## src/rtl/lane_symbol_serializer.sv

```systemverilog
`default_nettype none
// ============================================================================
// Module   : lane_symbol_serializer
// Brief    : Per-lane TX serializer; FIFO-buffers encoded symbols and shifts
//            them out LSB first, inserting a fill symbol when starved.
// Revision : 1.0
// ============================================================================
module lane_symbol_serializer #(
   parameter int                      SYMBOL_WIDTH = 10,
   parameter int                      FIFO_DEPTH   = 4,
   parameter logic [SYMBOL_WIDTH-1:0] FILL_SYMBOL  = 10'h17C
) (
   input  logic                            clk_i,
   input  logic                            rst_i,
   input  logic                            lane_enable_i,
   input  logic [SYMBOL_WIDTH-1:0]         symbol_i,
   input  logic                            symbol_valid_i,
   output logic                            symbol_ready_o,
   output logic                            lane_bit_o,
   output logic                            lane_bit_valid_o,
   output logic                            symbol_boundary_o,
   output logic [$clog2(FIFO_DEPTH):0]     fifo_level_o,
   output logic                            underrun_o
);

   localparam int c_cnt_w = $clog2(SYMBOL_WIDTH);
   localparam int c_ptr_w = $clog2(FIFO_DEPTH);
   localparam int c_lvl_w = c_ptr_w + 1;

   localparam logic [c_cnt_w-1:0] c_last_bit = c_cnt_w'(SYMBOL_WIDTH - 1);
   localparam logic [c_lvl_w-1:0] c_depth    = c_lvl_w'(FIFO_DEPTH);

   localparam logic [0:0] c_st_off    = 1'b0;
   localparam logic [0:0] c_st_active = 1'b1;

   logic [0:0]              r_state;
   logic [0:0]              w_state_next;

   logic [SYMBOL_WIDTH-1:0] r_mem [FIFO_DEPTH];
   logic [c_ptr_w-1:0]      r_wr_ptr;
   logic [c_ptr_w-1:0]      r_rd_ptr;
   logic [c_lvl_w-1:0]      r_level;

   logic [SYMBOL_WIDTH-1:0] r_shreg;
   logic [c_cnt_w-1:0]      r_bit_cnt;
   logic                    r_cur_from_fifo;
   logic                    r_underrun;

   logic                    w_active;
   logic                    w_sym_end;
   logic                    w_load;
   logic                    w_push;
   logic                    w_pop;
   logic                    w_flush;

   assign w_active  = (r_state == c_st_active);
   assign w_sym_end = w_active && (r_bit_cnt == c_last_bit);
   // A new symbol is loaded on entry to ACTIVE or at a symbol end while enabled.
   assign w_load    = lane_enable_i && (!w_active || w_sym_end);
   assign w_pop     = w_load && (r_level != '0);
   assign w_flush   = w_sym_end && !lane_enable_i;

   assign symbol_ready_o = lane_enable_i && (r_level < c_depth) && !rst_i;
   assign w_push         = symbol_valid_i && symbol_ready_o;

   // State register
   always_ff @(posedge clk_i) begin
      if (rst_i) begin
         r_state <= c_st_off;
      end else begin
         r_state <= w_state_next;
      end
   end

   // Next-state logic
   always_comb begin
      w_state_next = r_state;
      case (r_state)
         c_st_off: begin
            if (lane_enable_i) begin
               w_state_next = c_st_active;
            end
         end
         c_st_active: begin
            if (w_flush) begin
               w_state_next = c_st_off;
            end
         end
         default: w_state_next = c_st_off;
      endcase
   end

   // Output logic
   always_comb begin
      lane_bit_o        = 1'b0;
      lane_bit_valid_o  = 1'b0;
      symbol_boundary_o = 1'b0;
      underrun_o        = 1'b0;
      case (r_state)
         c_st_active: begin
            lane_bit_o        = r_shreg[0];
            lane_bit_valid_o  = 1'b1;
            symbol_boundary_o = (r_bit_cnt == '0);
            underrun_o        = r_underrun;
         end
         default: ;
      endcase
   end

   assign fifo_level_o = r_level;

   always_ff @(posedge clk_i) begin
      if (w_push) begin
         r_mem[r_wr_ptr] <= symbol_i;
      end
   end

   always_ff @(posedge clk_i) begin
      if (rst_i || w_flush) begin
         r_wr_ptr <= '0;
         r_rd_ptr <= '0;
         r_level  <= '0;
      end else begin
         if (w_push) begin
            r_wr_ptr <= r_wr_ptr + c_ptr_w'(1);
         end
         if (w_pop) begin
            r_rd_ptr <= r_rd_ptr + c_ptr_w'(1);
         end
         case ({w_push, w_pop})
            2'b10:   r_level <= r_level + c_lvl_w'(1);
            2'b01:   r_level <= r_level - c_lvl_w'(1);
            default: r_level <= r_level;
         endcase
      end
   end

   // Underrun is flagged when a fill directly replaces a FIFO-sourced symbol.
   always_ff @(posedge clk_i) begin
      if (rst_i) begin
         r_shreg         <= '0;
         r_bit_cnt       <= '0;
         r_cur_from_fifo <= 1'b0;
         r_underrun      <= 1'b0;
      end else begin
         r_underrun <= 1'b0;
         if (w_load) begin
            r_shreg         <= w_pop ? r_mem[r_rd_ptr] : FILL_SYMBOL;
            r_bit_cnt       <= '0;
            r_cur_from_fifo <= w_pop;
            r_underrun      <= w_active && !w_pop && r_cur_from_fifo;
         end else if (w_active) begin
            r_shreg   <= r_shreg >> 1;
            r_bit_cnt <= w_sym_end ? '0 : r_bit_cnt + c_cnt_w'(1);
         end
      end
   end

endmodule
`default_nettype wire

```

## config.mk

```make
export PLATFORM = sky130hd
export DESIGN_NAME = lane_symbol_serializer
export DESIGN_NICKNAME = d
export VERILOG_FILES = /design/src/rtl/lane_symbol_serializer.sv
export SDC_FILE = /design/constraint.sdc
export NUM_CORES = 1
export LEC_CHECK = 0
export CORE_AREA = 10 10 89 91
export CTS_BUF_LIST = sky130_fd_sc_hd__clkbuf_2
export DETAILED_ROUTE_END_ITERATION = 8
export DIE_AREA = 0 0 99 101
export SKIP_CTS_REPAIR_TIMING = 1
export SYNTH_ARGS = -nofsm -noshare
export SYNTH_HDL_FRONTEND = slang
export SYNTH_SLANG_ARGS = --single-unit
```

## constraint.sdc

```tcl
create_clock -name clk_i -period 2.7 [get_ports clk_i]
set_input_delay 0.675 -clock clk_i [delete_from_list [all_inputs] [get_ports clk_i]]
set_output_delay 0.675 -clock clk_i [all_outputs]
set_load 0.005 [all_outputs]
```

# After elaboration in Yosys (flattened, before gate mapping)
# Memory sizes are Yosys's and may differ from the RTL's. A register that Yosys moved wholly into a read port is not among the register bits.
# Cells that the tools add are included.
word_totals:
  regBits: 24
  word_cells: 57
  latch_bits: 0
  output_inout_bits: 8
  n_memories: 1
  romBits: 0
  in_bits: 14
  ramBits: 40
classes:
  n_addsub: 5
  bitwise_logic: 2
  eq_ne: 3
  muxes: 16
  shift: 0
  n_reduce_logical: 21
  order_cmp: 1
  div_mod_pow: 0
  n_mul: 0
memory_table:
  columns: ["name", "depth", "word_bits", "rd", "rd_ports_with_merged_regs", "write_ports", "line_no", "text"]
  rows:
  - ["r_mem", 4, 10, 1, 1, 1, "39", "logic [SYMBOL_WIDTH-1:0] r_mem [FIFO_DEPTH];"]
ops:
  columns: ["cell", "n"]
  rows:
  - ["$mux W10", 3]
  - ["$logic_and A1 B1 Y1", 9]
  - ["$mux W1", 8]
  - ["$pmux W3 S2", 1]
  - ["$add A2 B1 Y2 const B", 2]
  - ["$add A4 B1 Y4 const B", 1]
  - ["$eq A4 B4 Y1 const B", 1]
  - ["$logic_not A1 Y1", 4]
  - ["$logic_not A4 Y1", 1]
  - ["$mux W2", 2]
  - ["$mux W4", 1]
  - ["$reduce_bool A2 Y1", 2]
  - ["$reduce_or A2 Y1", 2]
  - ["$add A3 B1 Y3 const B", 1]
  - ["$lt A3 B3 Y1 const B", 1]
  - ["$reduce_bool A3 Y1", 1]
  - ["$sub A3 B1 Y3 const B", 1]
  - ["$eq A2 B1 Y1 const B", 1]
  - ["$eq A2 B2 Y1 const B", 1]
  - ["$logic_or A1 B1 Y1", 2]
  - ["$not A1 Y1", 2]
  - ["$pmux W1 S2", 1]

# Logic depth before layout (Yosys ltp)
depth:
  depth_word: 8
  ltp_mapped: 12
  mapped_depth_nobuf: 11

# Worst setup path before layout
# OpenSTA, ideal clock, no wires.
synth_path:
  path_type: "in2reg"
  from: "input port lane_enable_i"
  to: "register r_level[2] (netlist: fifo_level_o[2])"
  arrival_time_ns: 2.314
  setup_slack_ns: 0.315
  t_required_ns: 2.628
  path_buffers: 0
  setup_time_ns: 0.072
  path_stages: 9
  cell_sequence: "nor2b_1 > o21ai_4 > inv_1 > ha_1 > inv_1 > fa_1 > xor2_1 > or3_1 > a21oi_1"
synth_between:
  elab_cells_between_ends: 12
  classes_between: "eq/ne: 2; mux: 1; reduce/logical: 9"
synth_lines:
  columns: ["element", "line_no", "text"]
  rows:
  - ["from (decl)", "15", "input logic lane_enable_i,"]
  - ["$logic_and A1 B1 Y1 *", "59", "assign w_load = lane_enable_i && (!w_active || w_sym_end);"]
  - ["$logic_and A1 B1 Y1 *", "60", "assign w_pop = w_load && (r_level != '0);"]
  - ["named net w_pop", "53", "logic w_pop;"]
  - ["$eq A2 B1 Y1 or $eq A2 B2 Y1 (tied branches)", "130", "case ({w_push, w_pop})"]
  - ["$pmux W3 S2 or $reduce_bool A2 Y1 (tied branches)", null, null]
  - ["to (signal assigned)", "131", "2'b10: r_level <= r_level + c_lvl_w'(1);"]
  - ["to (signal assigned)", "132", "2'b01: r_level <= r_level - c_lvl_w'(1);"]
  - ["to (signal assigned)", "133", "default: r_level <= r_level;"]
  - ["to (decl)", "42", "logic [c_lvl_w-1:0] r_level;"]
# Mark *: on every way through the listed nets, which the timed path passes. The rest lies on a longest branch.
# A chain may end at the register's enable or synchronous reset.

# Worst setup path in the final report
layout_path:
  from: "register r_bit_cnt[0]"
  to: "output port symbol_boundary_o"
layout_between:
  elab_chain_len: 2
layout_rtl:
  columns: ["element", "line_no", "text"]
  rows:
  - ["from (decl)", "45", "logic [c_cnt_w-1:0] r_bit_cnt;"]
  - ["from (signal assigned)", "154", "r_bit_cnt <= w_sym_end ? '0 : r_bit_cnt + c_cnt_w'(1);"]
  - ["$logic_not A4 Y1", "103", "symbol_boundary_o = (r_bit_cnt == '0);"]
  - ["$mux W1", "99", "case (r_state)"]
  - ["to (decl)", "21", "output logic symbol_boundary_o,"]
# Every way passes these cells.

==> flow_metrics.py <==
metrics = {
    "power": {
        "pwr_density_cell_nw_per_um2": 566,
        "power.internal_w": 0.00133,
        "power.leakage_nw": 1.13,
        "sequentialPowerShare_pct": 61.0,
        "vdd_drop_max_mv": 0.355,
        "switchingPower_w": 0.000508,
        "pwr-share-clk_pct": 28.9,
        "pwr-share-comb_pct": 10.1,
        "p_sw_share_pct": 27.6,
    },
    "setup_path": {
        "cp-end-kind": "output port",
        "crit_required_ns": 2.03,
        "crit_buf_inv": 2,
        "cp_slowest_cell": "dfxtp_1",
        "worstSetupStartpoint": "r_bit_cnt[0]",
        "cp_top_family": "buffers and inverters",
        "crit_path_max_fanout": 5,
        "r2r-start": "r_bit_cnt[0]",
        "critPathKind": "flop to output port",
        "arrival_ns": 1.85,
        "path_cells": "inv_1, ha_1, and4bb_2, clkdlybuf4s50_1",
        "crit_path_max_incr_delay_ns": 0.46,
        "worstSetupStartpointType": "flop",
    },
    "synth": {
        "syn_area_um2": 2740,
        "async_flop_share_pct": 0,
        "ys_warn_count": 0,
        "synthCells": 202,
        "synth_edf_count": 40,
        "yosysSeqAreaShare_pct": 62.9,
        "synth.net_count": 225,
        "ys_ff_latch": 66,
        "synth_area_leader_cell": "edfxtp_1",
        "avgSynthCellArea_um2": 13.5,
        "ys_top_cells_by_area": "edfxtp_1 (44%), dfxtp_1 (19%), mux4_2 (8.2%)",
        "synth_cell_type_count": 39,
        "synth_top_area_share_pct": 43.9,
        "ys.flop_type": "edfxtp_1",
    },
    "global_route": {
        "grt_max_degree": 20,
        "grt_first_pass_wirelength_um": 8050,
        "grt_pass1_vias": 1660,
        "antenna_found_initial": 0,
        "grt_util_all_layers_pct": 10.2,
        "gr-total-overflow": 0,
    },
    "sta": {
        "setup_ws_ns": 0.173,
        "drv_slew": 0,
        "period_needed_ns": 2.53,
        "finalSetupViolCount": 0,
        "worst_pin_slew_ns": 0.673,
        "finClkSkew_ns": 0.0227,
        "rsz0062_at_grt": "false",
        "fin_crit_sh_pct": 93.6,
        "slew_headroom_pct": 55.0,
        "timing.fmax_mhz": 396,
        "final_hold_viol_count": 0,
    },
    "route": {
        "remaining_drc_errors": 0,
        "vias": 1615,
        "via_per_inst": 5.03,
        "drtPass1Iterations": 4,
        "dr.first_iter.drc_count": 62,
        "ant_nets": 0,
        "wl_per_cell_um": 15.4,
        "drt-total-wl_um": 4940,
    },
    "flow_run": {
        "maxCapViolations": 0,
    },
    "floorplanning": {
        "die_h_um": 101,
        "start_util_pct": 44.1,
        "core_um2": 6200,
        "num_io_pins": 22,
        "die_x_um": 99,
        "dieArea_um2": 10000,
        "rows": 29,
    },
    "placed_design": {
        "place_ws_ns": -0.154,
        "portBuffers": 21,
        "dp_hpwl_um": 3350,
        "place_area_um2": 3150,
        "place_congestion": 0.697,
    },
    "finish": {
        "mostFrequentLayoutCell": "edfxtp_1",
        "diodes": 0,
        "final_util_pct": 52.5,
        "final_cell_mix": "edfxtp_1 (40), dfxtp_1 (26), nor2_1 (23)",
        "drive_above_1_share_pct": 18.0,
        "area_growth_pct": 19.1,
        "final_cell_area_um2": 3260,
        "fin_nets": 262,
    },
    "clock_tree": {
        "cts_sinks": 66,
        "cts_tree": "yes",
        "clock_path_buffers": 2,
        "clk_latency_ns": 0.50,
        "cts-root-buf": "clkbuf_2",
        "cts.clk_slew.worst_paths_ns": 0.20,
        "h-tree-depth": 3,
        "cts_buffers": 9,
    },
    "outcome": {
        "status": "finished, final reports clean",
    },
    "hold_path": {
        "hp-class": "flop to flop",
        "hp-start": "r_shreg[3]",
    },
}
power groups by stage:
stage	clock, W	sequential (W)	combinational (W)
4_1_cts	0.000554	0.00112	0.000188
3_3_place_gp	0	0.00115	0.000187
3_5_place_dp	0	0.00115	0.000187
5_1_grt	0.000613	0.00113	0.000206
2_1_floorplan	0	0.00113	0.000119
6_report	0.000532	0.00112	0.000187
cells by family after synthesis:
| logic type | after synthesis | synth area share, % |
|---|---|---|
| AO/OA/AOI/OAI | 28 | 6.59 |
| XOR/XNOR | 6 | 1.92 |
| adder cells (fa/ha/maj) | 9 | 4.39 |
| buffers and inverters | 20 | 3.57 |
| flip-flops | 66 | 62.9 |
| multiplexers | 11 | 8.60 |
| AND/OR/NAND/NOR | 62 | 12.0 |
through the flow:
step | total power, W | hold WS [ns] | cells | setup TNS (ns)
finish | 0.00184 | 0.474 | 321 | 0
global route | 0.00195 | 0.502 | 321 | 0
CTS | 0.00187 | 0.473 | 321 | -0.0743
detailed placement | 0.00133 | 0.445 | 305 | -0.212
global placement | 0.00133 | 0.439 | 305 | -0.173
floorplan | 0.00125 | 0.425 | 202 | 0
tightest hold or removal path, delay by kind of cell (launching register included):
kind,cells,cell delay (ns)
compound gates,1,0.05
flops,1,0.35
simple gates,1,0.05
worst paths after layout:
path                                           to  cells after the start  slack [ns]
worst min register to register         r_shreg[3]                      2        0.47
worst min-delay path                   r_shreg[3]                      2        0.47
worst max-delay path            symbol_boundary_o                      4        0.17
worst max register to register    fifo_level_o[2]                     10        0.38
flip-flops by register name, summed over array words and instances (netlist names), 2 cells and up, named ones only:
signal        cells
fifo_level_o      3
r_rd_ptr          2
r_bit_cnt         4
r_mem            40
r_shreg          10
r_wr_ptr          2
metal layers:
layer / vias up / GRT usage, % / share of wire [%]
met3: 6 / 4.32 / 5.1
met2: 31 / 16.0 / 47
met4: 0 / 4.96 / 1.2
li1: 813 / - / -
met1: 765 / 11.8 / 47
met5: - / 0 / 0
cell type report:
type,count,area [um2]
fill,551,2950
sequential,66,1720
multi-input combinational,116,916
timing repair buffer,37,383
tap,77,96.3
clock inverter,7,61.3
clock buffer,9,45.0
inverter,9,33.8
cell usage after synthesis, types with 4 or more instances:
cell	instances
edfxtp_1	40
dfxtp_1	26
nor2_1	23
a21oi_1	14
mux4_2	10
inv_1	9
ha_1	8
nand2_1	8
and2_1	6
o31ai_1	6
clkbuf_1	5
nor3_1	5
nor3b_1	4
xor2_1	4
Power figures use the tool's default switching activity.
